==> config.mk <==
export PLATFORM = sky130hd
export DESIGN_NAME = ddr_wr_arbiter_flat
export DESIGN_NICKNAME = d
export VERILOG_FILES = /design/src/rtl/ddr_wr_arbiter_pkg.sv /design/src/rtl/ddr_wr_arbiter_if.sv /design/src/rtl/ddr_wr_arbiter_rr_pick.sv /design/src/rtl/ddr_wr_arbiter.sv /design/src/flat_wrapper.sv
export SDC_FILE = /design/constraint.sdc
export NUM_CORES = 1
export LEC_CHECK = 0
export CAP_MARGIN = 5
export CORE_ASPECT_RATIO = 1.75
export CORE_MARGIN = 3
export CORE_UTILIZATION = 35
export DETAILED_ROUTE_END_ITERATION = 8
export SLEW_MARGIN = 40
export SYNTH_ARGS = -nofsm -noshare
export SYNTH_HDL_FRONTEND = slang
export SYNTH_SLANG_ARGS = --single-unit
==> constraint.sdc <==
create_clock -name pl_clk -period 11.9 [get_ports pl_clk]
set_input_delay 2.38 -clock pl_clk [delete_from_list [all_inputs] [get_ports pl_clk]]
set_output_delay 2.38 -clock pl_clk [all_outputs]
set_load 0.05 [all_outputs]
==> src/rtl/ddr_wr_arbiter_pkg.sv <==
// Shared types and defaults for the DDR write-port arbiter slice.
package ddr_wr_pkg;

    typedef enum logic [1:0] {
        ST_IDLE,
        ST_START,
        ST_XFER,
        ST_DRAIN
    } arb_state_t;

    localparam int unsigned DEF_BLK_WORDS    = 8000;
    localparam int unsigned DEF_BLK_BYTES    = 32000;
    localparam int unsigned DEF_REGION_BYTES = 48_000_000;

    // Index width for an n-entry channel set; never below 1 bit.
    function automatic int unsigned clog2(input int unsigned n);
        int unsigned w;
        w = 1;
        while ((32'd1 << w) < n) begin
            w = w + 1;
        end
        return w;
    endfunction

endpackage

==> src/rtl/ddr_wr_arbiter_if.sv <==
// Command/data port between the arbiter and the PL DDR write engine.
interface ddr_wr_arbiter_if;

    logic        ddr_wr_busy;
    logic        ddr_wr_afull;
    logic        pl_ddr_wr_start;
    logic [31:0] pl_ddr_wr_addr;
    logic [31:0] pl_ddr_wr_length;
    logic        pl_ddr_wr_en;
    logic [31:0] pl_ddr_wr_data;

    modport master (
        input  ddr_wr_busy,
        input  ddr_wr_afull,
        output pl_ddr_wr_start,
        output pl_ddr_wr_addr,
        output pl_ddr_wr_length,
        output pl_ddr_wr_en,
        output pl_ddr_wr_data
    );

    modport slave (
        output ddr_wr_busy,
        output ddr_wr_afull,
        input  pl_ddr_wr_start,
        input  pl_ddr_wr_addr,
        input  pl_ddr_wr_length,
        input  pl_ddr_wr_en,
        input  pl_ddr_wr_data
    );

endinterface

==> src/rtl/ddr_wr_arbiter_rr_pick.sv <==
// Round-robin priority encoder: first requester after 'last', with wrap.
module rr_pick
    import ddr_wr_pkg::*;
#(
    parameter int unsigned NCH = 4,
    parameter int unsigned IW  = clog2(NCH)
) (
    input  logic [NCH-1:0] req,
    input  logic [IW-1:0]  last,
    output logic [NCH-1:0] gnt_oh,
    output logic [IW-1:0]  gnt_idx,
    output logic           valid
);

    int unsigned     cand;
    logic [IW-1:0]   cand_idx;

    // Scan last+1 .. last+NCH (mod NCH); the first hit wins.
    always_comb begin
        gnt_oh   = '0;
        gnt_idx  = '0;
        valid    = 1'b0;
        cand     = 0;
        cand_idx = '0;
        for (int unsigned k = 1; k <= NCH; k++) begin
            cand     = (32'(last) + k) % NCH;
            cand_idx = IW'(cand);
            if (!valid && req[cand_idx]) begin
                valid            = 1'b1;
                gnt_idx          = cand_idx;
                gnt_oh[cand_idx] = 1'b1;
            end
        end
    end

endmodule

==> src/rtl/ddr_wr_arbiter.sv <==
// Round-robin sharing of the PL DDR write port among NCH FIFO channels.
module ddr_wr_arbiter
    import ddr_wr_pkg::*;
#(
    parameter int unsigned NCH          = 4,
    parameter int unsigned BLK_WORDS    = DEF_BLK_WORDS,
    parameter int unsigned BLK_BYTES    = DEF_BLK_BYTES,
    parameter int unsigned REGION_BYTES = DEF_REGION_BYTES
) (
    input  logic              pl_clk,
    input  logic              rst_n,
    input  logic [NCH-1:0]    ch_req,
    input  logic [NCH*32-1:0] ch_rd_data,
    output logic [NCH-1:0]    ch_rd_en,
    output logic [NCH-1:0]    ch_grant,
    output logic [NCH-1:0]    ch_blk_done,
    ddr_wr_arbiter_if.master  ddr
);

    localparam int unsigned IW       = clog2(NCH);
    localparam logic [13:0] LAST_CNT = 14'(BLK_WORDS - 1);
    localparam logic [31:0] LAST_OFF = 32'(REGION_BYTES - BLK_BYTES);

    arb_state_t      state;
    arb_state_t      state_nxt;

    logic [NCH-1:0]  pick_oh;
    logic [IW-1:0]   pick_idx;
    logic            pick_valid;

    logic [IW-1:0]   grant_idx;
    logic [IW-1:0]   last_grant;
    logic [13:0]     rd_cnt;
    logic            drain_cnt;
    logic [31:0]     ch_off [NCH];
    logic [31:0]     wr_addr_q;
    logic [31:0]     wr_len_q;

    logic            grant_go;
    logic            pop_go;
    logic            drain_last;

    logic [NCH-1:0]  rd_en_d1;
    logic            wr_en_q;
    logic [31:0]     wr_data_q;
    logic [31:0]     mux_word;

    rr_pick #(
        .NCH (NCH),
        .IW  (IW)
    ) u_pick (
        .req     (ch_req),
        .last    (last_grant),
        .gnt_oh  (pick_oh),
        .gnt_idx (pick_idx),
        .valid   (pick_valid)
    );

    assign grant_go   = (state == ST_IDLE) && pick_valid && !ddr.ddr_wr_busy;
    assign pop_go     = (state == ST_XFER) && !ddr.ddr_wr_afull;
    assign drain_last = (state == ST_DRAIN) && drain_cnt;

    // FSM state register.
    always_ff @(posedge pl_clk or negedge rst_n) begin
        if (!rst_n) begin
            state <= ST_IDLE;
        end else begin
            state <= state_nxt;
        end
    end

    // FSM next-state decode.
    always_comb begin
        state_nxt = state;
        case (state)
            ST_IDLE:  if (grant_go) state_nxt = ST_START;
            ST_START: state_nxt = ST_XFER;
            ST_XFER:  if (pop_go && (rd_cnt == LAST_CNT)) state_nxt = ST_DRAIN;
            ST_DRAIN: if (drain_last) state_nxt = ST_IDLE;
            default:  state_nxt = ST_IDLE;
        endcase
    end

    // FSM outputs: command pulse, afull-gated FIFO pop, block-done pulse.
    always_comb begin
        ddr.pl_ddr_wr_start = (state == ST_START);
        ch_rd_en            = pop_go ? ch_grant : '0;
        ch_blk_done         = drain_last ? ch_grant : '0;
    end

    // Grant, command fields, word counter and per-channel ring offsets.
    always_ff @(posedge pl_clk or negedge rst_n) begin
        if (!rst_n) begin
            ch_grant   <= '0;
            grant_idx  <= '0;
            last_grant <= IW'(NCH - 1);
            rd_cnt     <= '0;
            drain_cnt  <= 1'b0;
            wr_addr_q  <= '0;
            wr_len_q   <= '0;
            for (int unsigned i = 0; i < NCH; i++) begin
                ch_off[i] <= '0;
            end
        end else begin
            case (state)
                ST_IDLE: begin
                    if (grant_go) begin
                        ch_grant  <= pick_oh;
                        grant_idx <= pick_idx;
                        wr_addr_q <= 32'(pick_idx) * REGION_BYTES + ch_off[pick_idx];
                        wr_len_q  <= 32'(BLK_BYTES);
                    end
                end
                ST_XFER: begin
                    if (pop_go) begin
                        rd_cnt <= (rd_cnt == LAST_CNT) ? '0 : rd_cnt + 14'd1;
                    end
                end
                ST_DRAIN: begin
                    drain_cnt <= ~drain_cnt;
                    if (drain_cnt) begin
                        ch_off[grant_idx] <= (ch_off[grant_idx] == LAST_OFF)
                                             ? '0
                                             : ch_off[grant_idx] + 32'(BLK_BYTES);
                        last_grant        <= grant_idx;
                        ch_grant          <= '0;
                    end
                end
                default: ;
            endcase
        end
    end

    // One-hot mux over the FIFO words that were popped last cycle.
    always_comb begin
        mux_word = '0;
        for (int unsigned i = 0; i < NCH; i++) begin
            if (rd_en_d1[i]) begin
                mux_word = mux_word | ch_rd_data[32*i +: 32];
            end
        end
    end

    // Two-stage write pipe: pop -> FIFO data valid -> registered DDR word.
    always_ff @(posedge pl_clk or negedge rst_n) begin
        if (!rst_n) begin
            rd_en_d1  <= '0;
            wr_en_q   <= 1'b0;
            wr_data_q <= '0;
        end else begin
            rd_en_d1 <= ch_rd_en;
            wr_en_q  <= |rd_en_d1;
            if (|rd_en_d1) begin
                wr_data_q <= mux_word;
            end
        end
    end

    assign ddr.pl_ddr_wr_addr   = wr_addr_q;
    assign ddr.pl_ddr_wr_length = wr_len_q;
    assign ddr.pl_ddr_wr_en     = wr_en_q;
    assign ddr.pl_ddr_wr_data   = wr_data_q;

endmodule

==> src/flat_wrapper.sv <==
// flat-port wrapper written by rule: the top's interface ports become plain ports
module ddr_wr_arbiter_flat import ddr_wr_pkg::*;
#(
    parameter int unsigned NCH          = 4,
    parameter int unsigned BLK_WORDS    = DEF_BLK_WORDS,
    parameter int unsigned BLK_BYTES    = DEF_BLK_BYTES,
    parameter int unsigned REGION_BYTES = DEF_REGION_BYTES
)
  (pl_clk, rst_n, ch_req, ch_rd_data, ch_rd_en, ch_grant, ch_blk_done, ddr_ddr_wr_busy, ddr_ddr_wr_afull, ddr_pl_ddr_wr_start, ddr_pl_ddr_wr_addr, ddr_pl_ddr_wr_length, ddr_pl_ddr_wr_en, ddr_pl_ddr_wr_data);
  ddr_wr_arbiter_if ddr_i ();
  input  logic pl_clk;
  input  logic rst_n;
  input  logic [NCH-1:0] ch_req;
  input  logic [NCH*32-1:0] ch_rd_data;
  output logic [NCH-1:0] ch_rd_en;
  output logic [NCH-1:0] ch_grant;
  output logic [NCH-1:0] ch_blk_done;
  input wire logic [$bits(ddr_i.ddr_wr_busy)-1:0] ddr_ddr_wr_busy;
  input wire logic [$bits(ddr_i.ddr_wr_afull)-1:0] ddr_ddr_wr_afull;
  output wire logic [$bits(ddr_i.pl_ddr_wr_start)-1:0] ddr_pl_ddr_wr_start;
  output wire logic [$bits(ddr_i.pl_ddr_wr_addr)-1:0] ddr_pl_ddr_wr_addr;
  output wire logic [$bits(ddr_i.pl_ddr_wr_length)-1:0] ddr_pl_ddr_wr_length;
  output wire logic [$bits(ddr_i.pl_ddr_wr_en)-1:0] ddr_pl_ddr_wr_en;
  output wire logic [$bits(ddr_i.pl_ddr_wr_data)-1:0] ddr_pl_ddr_wr_data;
  assign ddr_i.ddr_wr_busy = ddr_ddr_wr_busy;
  assign ddr_i.ddr_wr_afull = ddr_ddr_wr_afull;
  assign ddr_pl_ddr_wr_start = ddr_i.pl_ddr_wr_start;
  assign ddr_pl_ddr_wr_addr = ddr_i.pl_ddr_wr_addr;
  assign ddr_pl_ddr_wr_length = ddr_i.pl_ddr_wr_length;
  assign ddr_pl_ddr_wr_en = ddr_i.pl_ddr_wr_en;
  assign ddr_pl_ddr_wr_data = ddr_i.pl_ddr_wr_data;
  ddr_wr_arbiter #(.NCH(NCH), .BLK_WORDS(BLK_WORDS), .BLK_BYTES(BLK_BYTES), .REGION_BYTES(REGION_BYTES)) u_core (.pl_clk(pl_clk), .rst_n(rst_n), .ch_req(ch_req), .ch_rd_data(ch_rd_data), .ch_rd_en(ch_rd_en), .ch_grant(ch_grant), .ch_blk_done(ch_blk_done), .ddr(ddr_i));
endmodule
==> key figures <==
Outcome
  – Status: finished, final reports clean

Cells and area
  – # fillers: 3419
  – Syn-to-layout area delta: 24.3%
  – Share of cells above drive strength 1: 7.81%
  – Fin cells: 2004
  – Final Net Count: 1695

STA
  – Hold Vio Cnt, Final: 0
  – Worst Tran Pin Value: 782 ps
  – Max-slew violations: 0
  – Max Freq: 130 MHz
  – TNS Setup: 0 ps
  – Crit share post-route: 64.7%
  – Final setup fails: 0
  – Final hold slack: 394 ps
  – Setup Skew: 22.3 ps
  – Slew HR: 47.9%
  – Min Tclk post-route: 7700 ps
  – RSZ-0062 raised after global routing: false
  – Setup slack after layout: 4200 ps

Logic synthesis
  – Main synth FF type: dfrtp_1
  – Syn. warnings: 0
  – Synthesized cell area: 0.0126 mm²
  – Synth Instances: 1388
  – Synthesized area per cell: 9.10 µm²
  – Netlist cell types: 73
  – Post-synthesis sequential area ratio: 44.2%
  – EDFF count, synth: 0
  – Synth async-reset ratio: 100%
  – Post-synthesis register bit count: 223

GRT
  – Initial antenna violation count: 2
  – Largest net degree at the start of global routing: 92
  – First-pass GRT wire length: 60.1 mm
  – Vias in the first global route: 10800
  – Total global routing overflow: 0
  – Tot GR Track Use: 19.6%

Hold path
  – Hold Path Class: register to register
  – Hold EP: u_core.ch_off[64]
  – Hold wc startpoint: u_core.ch_off[64]
  – Hold depth: 0

Clock network
  – # clock sinks: 223
  – Root Driver: clkbuf_16
  – CTS tree: done
  – H-tree Lvls: 1
  – CTS Buffer Depth: 3
  – TritonCTS buffer count: 22
  – Worst skew pair latency: 530 ps
  – Post-CTS Resized: 0
  – Clock-pin slew on the worst setup and hold paths: 60 ps
  – CTS Hold Buffers Added: 0
  – Post-CTS setup buffers: 0

Detailed routing
  – 1st-iter DRT viols: 562
  – DRT met1 WL: 13.7 mm
  – Post-DRT Antenna Nets: 0
  – Drt wl/cell: 19.2 µm
  – Met3 wire length: 2.48 mm
  – Post-route DRC: 0
  – Vias: 10600
  – WL met2: 20.7 mm
  – DRT Pass-1 Iters: 6
  – Routed WL: 38.5 mm
  – Top routing layer in use: met4
  – Via density: 5.27

Floorplanning
  – Initial Util: 35.7%
  – Core Footprint: 0.0354 mm²
  – Die width: 150 µm
  – Full die area: 0.0385 mm²
  – Num ports: 246
  – Rows: 91
  – Die Y: 257 µm

Worst setup path
  – CP endpoint kind: register
  – R2R setup slack: 5100 ps
  – Max Fanout on Critical Path: 47
  – Worst Path Arrival: 8100 ps
  – Worst Path Required: 12290 ps
  – CP Class: input port to register
  – Critical path launch point type: input port
  – Worst r2r dst: u_core.ddr.pl_ddr_wr_addr[29]
  – Worst Reg-to-Reg Cells: 20
  – Worst r2r src: u_core.last_grant[0]

Pwr
  – Maximum VDD drop: 0.0920 mV
  – P per Cell Area: 108 mW/mm²
  – Tot Pwr: 1.70 mW
  – Leak pwr: 6.30 nW

Place
  – Pre-CTS setup slack: 3660 ps
  – Placed insts: 1963
  – Port Buf Inserts: 219
  – Post-DP HPWL: 27.9 mm
  – Final Wtd Congestion: 0.861

Flow run
  – Max_cap viols: 0
[state kept, by name, indices dropped and copies added, names as in the netlist]
signal / cells
u_core.state: 2
u_core.ddr.pl_ddr_wr_addr: 32
u_core.drain_cnt: 1
u_core.ch_off: 128
u_core.rd_cnt: 14
u_core.ddr.pl_ddr_wr_en: 1
u_core.rd_en_d1: 4
u_core.last_grant: 2
u_core.ch_grant: 4
u_core.ddr.pl_ddr_wr_data: 32
u_core.grant_idx: 2
u_core.ddr.pl_ddr_wr_length: 1
[metal layers]
| layer | global-route usage, % | vias up |
|---|---|---|
| met3 | 3.52 | 67 |
| met4 | 7.94 | 0 |
| met5 | 0 | - |
| met1 | 20.7 | 5073 |
| li1 | - | 5099 |
| met2 | 37.5 | 323 |
[cells by family (layout without fill, tap and decap cells)]
logic type	Yosys count	count (layout)	share of synthesized area (%)
XOR/XNOR	51	51	3.59
multiplexers	46	46	6.42
AND/OR/NAND/NOR	494	494	17.3
buffers and inverters	166	290	6.19
other	1	28	0.0297
adder cells (fa/ha/maj)	37	37	3.72
AO/OA/AOI/OAI	370	370	18.5
flip-flops	223	223	44.2
[synthesized netlist by cell type, types with 5 or more instances]
library cell	n	area [µm²]
nand2_1	286	1070
dfrtp_1	221	5530
o21ai_0	153	766
clkbuf_1	106	398
a22oi_1	72	541
nor2_1	71	267
a31oi_1	53	332
ha_1	36	450
buf_4	32	240
mux4_2	27	608
nand3_1	27	135
xnor2_1	27	236
and3_1	25	156
xor2_1	23	201
a21oi_1	17	85.1
nor3_1	15	75.1
inv_1	13	48.8
nand2b_1	12	75.1
mux2i_1	11	110
and2_1	8	50.1
o21ai_1	8	40.0
a21o_1	7	52.6
mux2_2	7	78.8
nand4_1	7	43.8
o31ai_1	7	52.6
a211oi_1	6	45.0
nor2b_1	6	37.5
o2111ai_1	6	52.6
o21a_1	6	45.0
or2_2	6	37.5
or4_1	5	37.5
[cells in the final DEF, fill, tap and decap left out, drive strengths merged, types with 5 or more instances in the layout]
| cell type | netlist | layout |
|---|---|---|
| mux2i | 12 | 12 |
| and2 | 8 | 8 |
| nor3 | 15 | 15 |
| conb | 1 | 26 |
| nand3 | 27 | 27 |
| dfrtp | 221 | 221 |
| clkdlybuf4s50 | 0 | 218 |
| clkinv | 3 | 7 |
| o31ai | 8 | 8 |
| o21ai | 162 | 162 |
| o2111ai | 6 | 6 |
| ha | 36 | 36 |
| buf | 43 | 16 |
| or2 | 11 | 11 |
| inv | 14 | 14 |
| a22oi | 72 | 72 |
| a211oi | 6 | 6 |
| or3 | 5 | 5 |
| nor2b | 7 | 7 |
| a21oi | 22 | 22 |
| a21o | 7 | 7 |
| or4 | 5 | 5 |
| nand2b | 12 | 12 |
| nor2 | 72 | 72 |
| xor2 | 23 | 23 |
| nand4 | 7 | 7 |
| and3 | 27 | 27 |
| mux2 | 7 | 7 |
| a31oi | 53 | 53 |
| mux4 | 27 | 27 |
| o21a | 6 | 6 |
| clkbuf | 106 | 30 |
| nand2 | 286 | 286 |
| xnor2 | 28 | 28 |
[final cells by class]
type	count	area [µm²]	share of cell area (%)
multi-input combinational	1024	6390	40.7
sequential	223	5590	35.6
timing repair buffer	234	2320	14.8
clock buffer	30	621	3.95
tap	465	582	3.70
clock inverter	9	136	0.868
inverter	17	68.8	0.438
antenna	2	5.00	0.0319
[report_power, final]
| group | internal (mW) | switching, mW | leakage [nW] |
|---|---|---|---|
| clock | 0.432 | 0.308 | 0.366 |
| combinational | 0.0770 | 0.0999 | 3.01 |
| sequential | 0.769 | 0.0107 | 2.92 |
[worst max-delay path by stage]
stage | start | slack, ps | depth (start not counted) | endpoint
after floorplan | ch_req[2] | 5150 | 20 | u_core.ddr.pl_ddr_wr_addr[29]
after global placement | ch_req[3] | 3700 | 19 | u_core.ddr.pl_ddr_wr_addr[29]
after detailed placement | ch_req[3] | 3660 | 19 | u_core.ddr.pl_ddr_wr_addr[29]
after CTS | ch_req[3] | 4200 | 19 | u_core.ddr.pl_ddr_wr_addr[29]
after global routing | ch_req[3] | 3830 | 19 | u_core.ddr.pl_ddr_wr_addr[29]
final | ch_req[2] | 4200 | 19 | u_core.ddr.pl_ddr_wr_addr[29]
[critical path: stages]
cell	delay, ps
clkdlybuf4s50_1	660
mux4_2	490
nor2b_4	100
o21a_1	220
nor2_2	90
buf_4	450
clkinv_1	740
ha_1	590
ha_1	300
a21o_1	100
a21o_1	160
a21oi_1	110
or3_1	330
or3_4	340
a31o_4	280
a2111oi_2	360
o21bai_1	110
xnor2_1	160
o21ai_1	70
[metrics by stage]
step | instance area (µm²) | utilization (%)
after detailed placement | 14900 | 42.2
after global routing | 15700 | 44.4
after global placement | 14900 | 42.1
final | 15700 | 44.4
after CTS | 15700 | 44.3
after floorplan | 12700 | -
(Power assumes the default switching activity.)
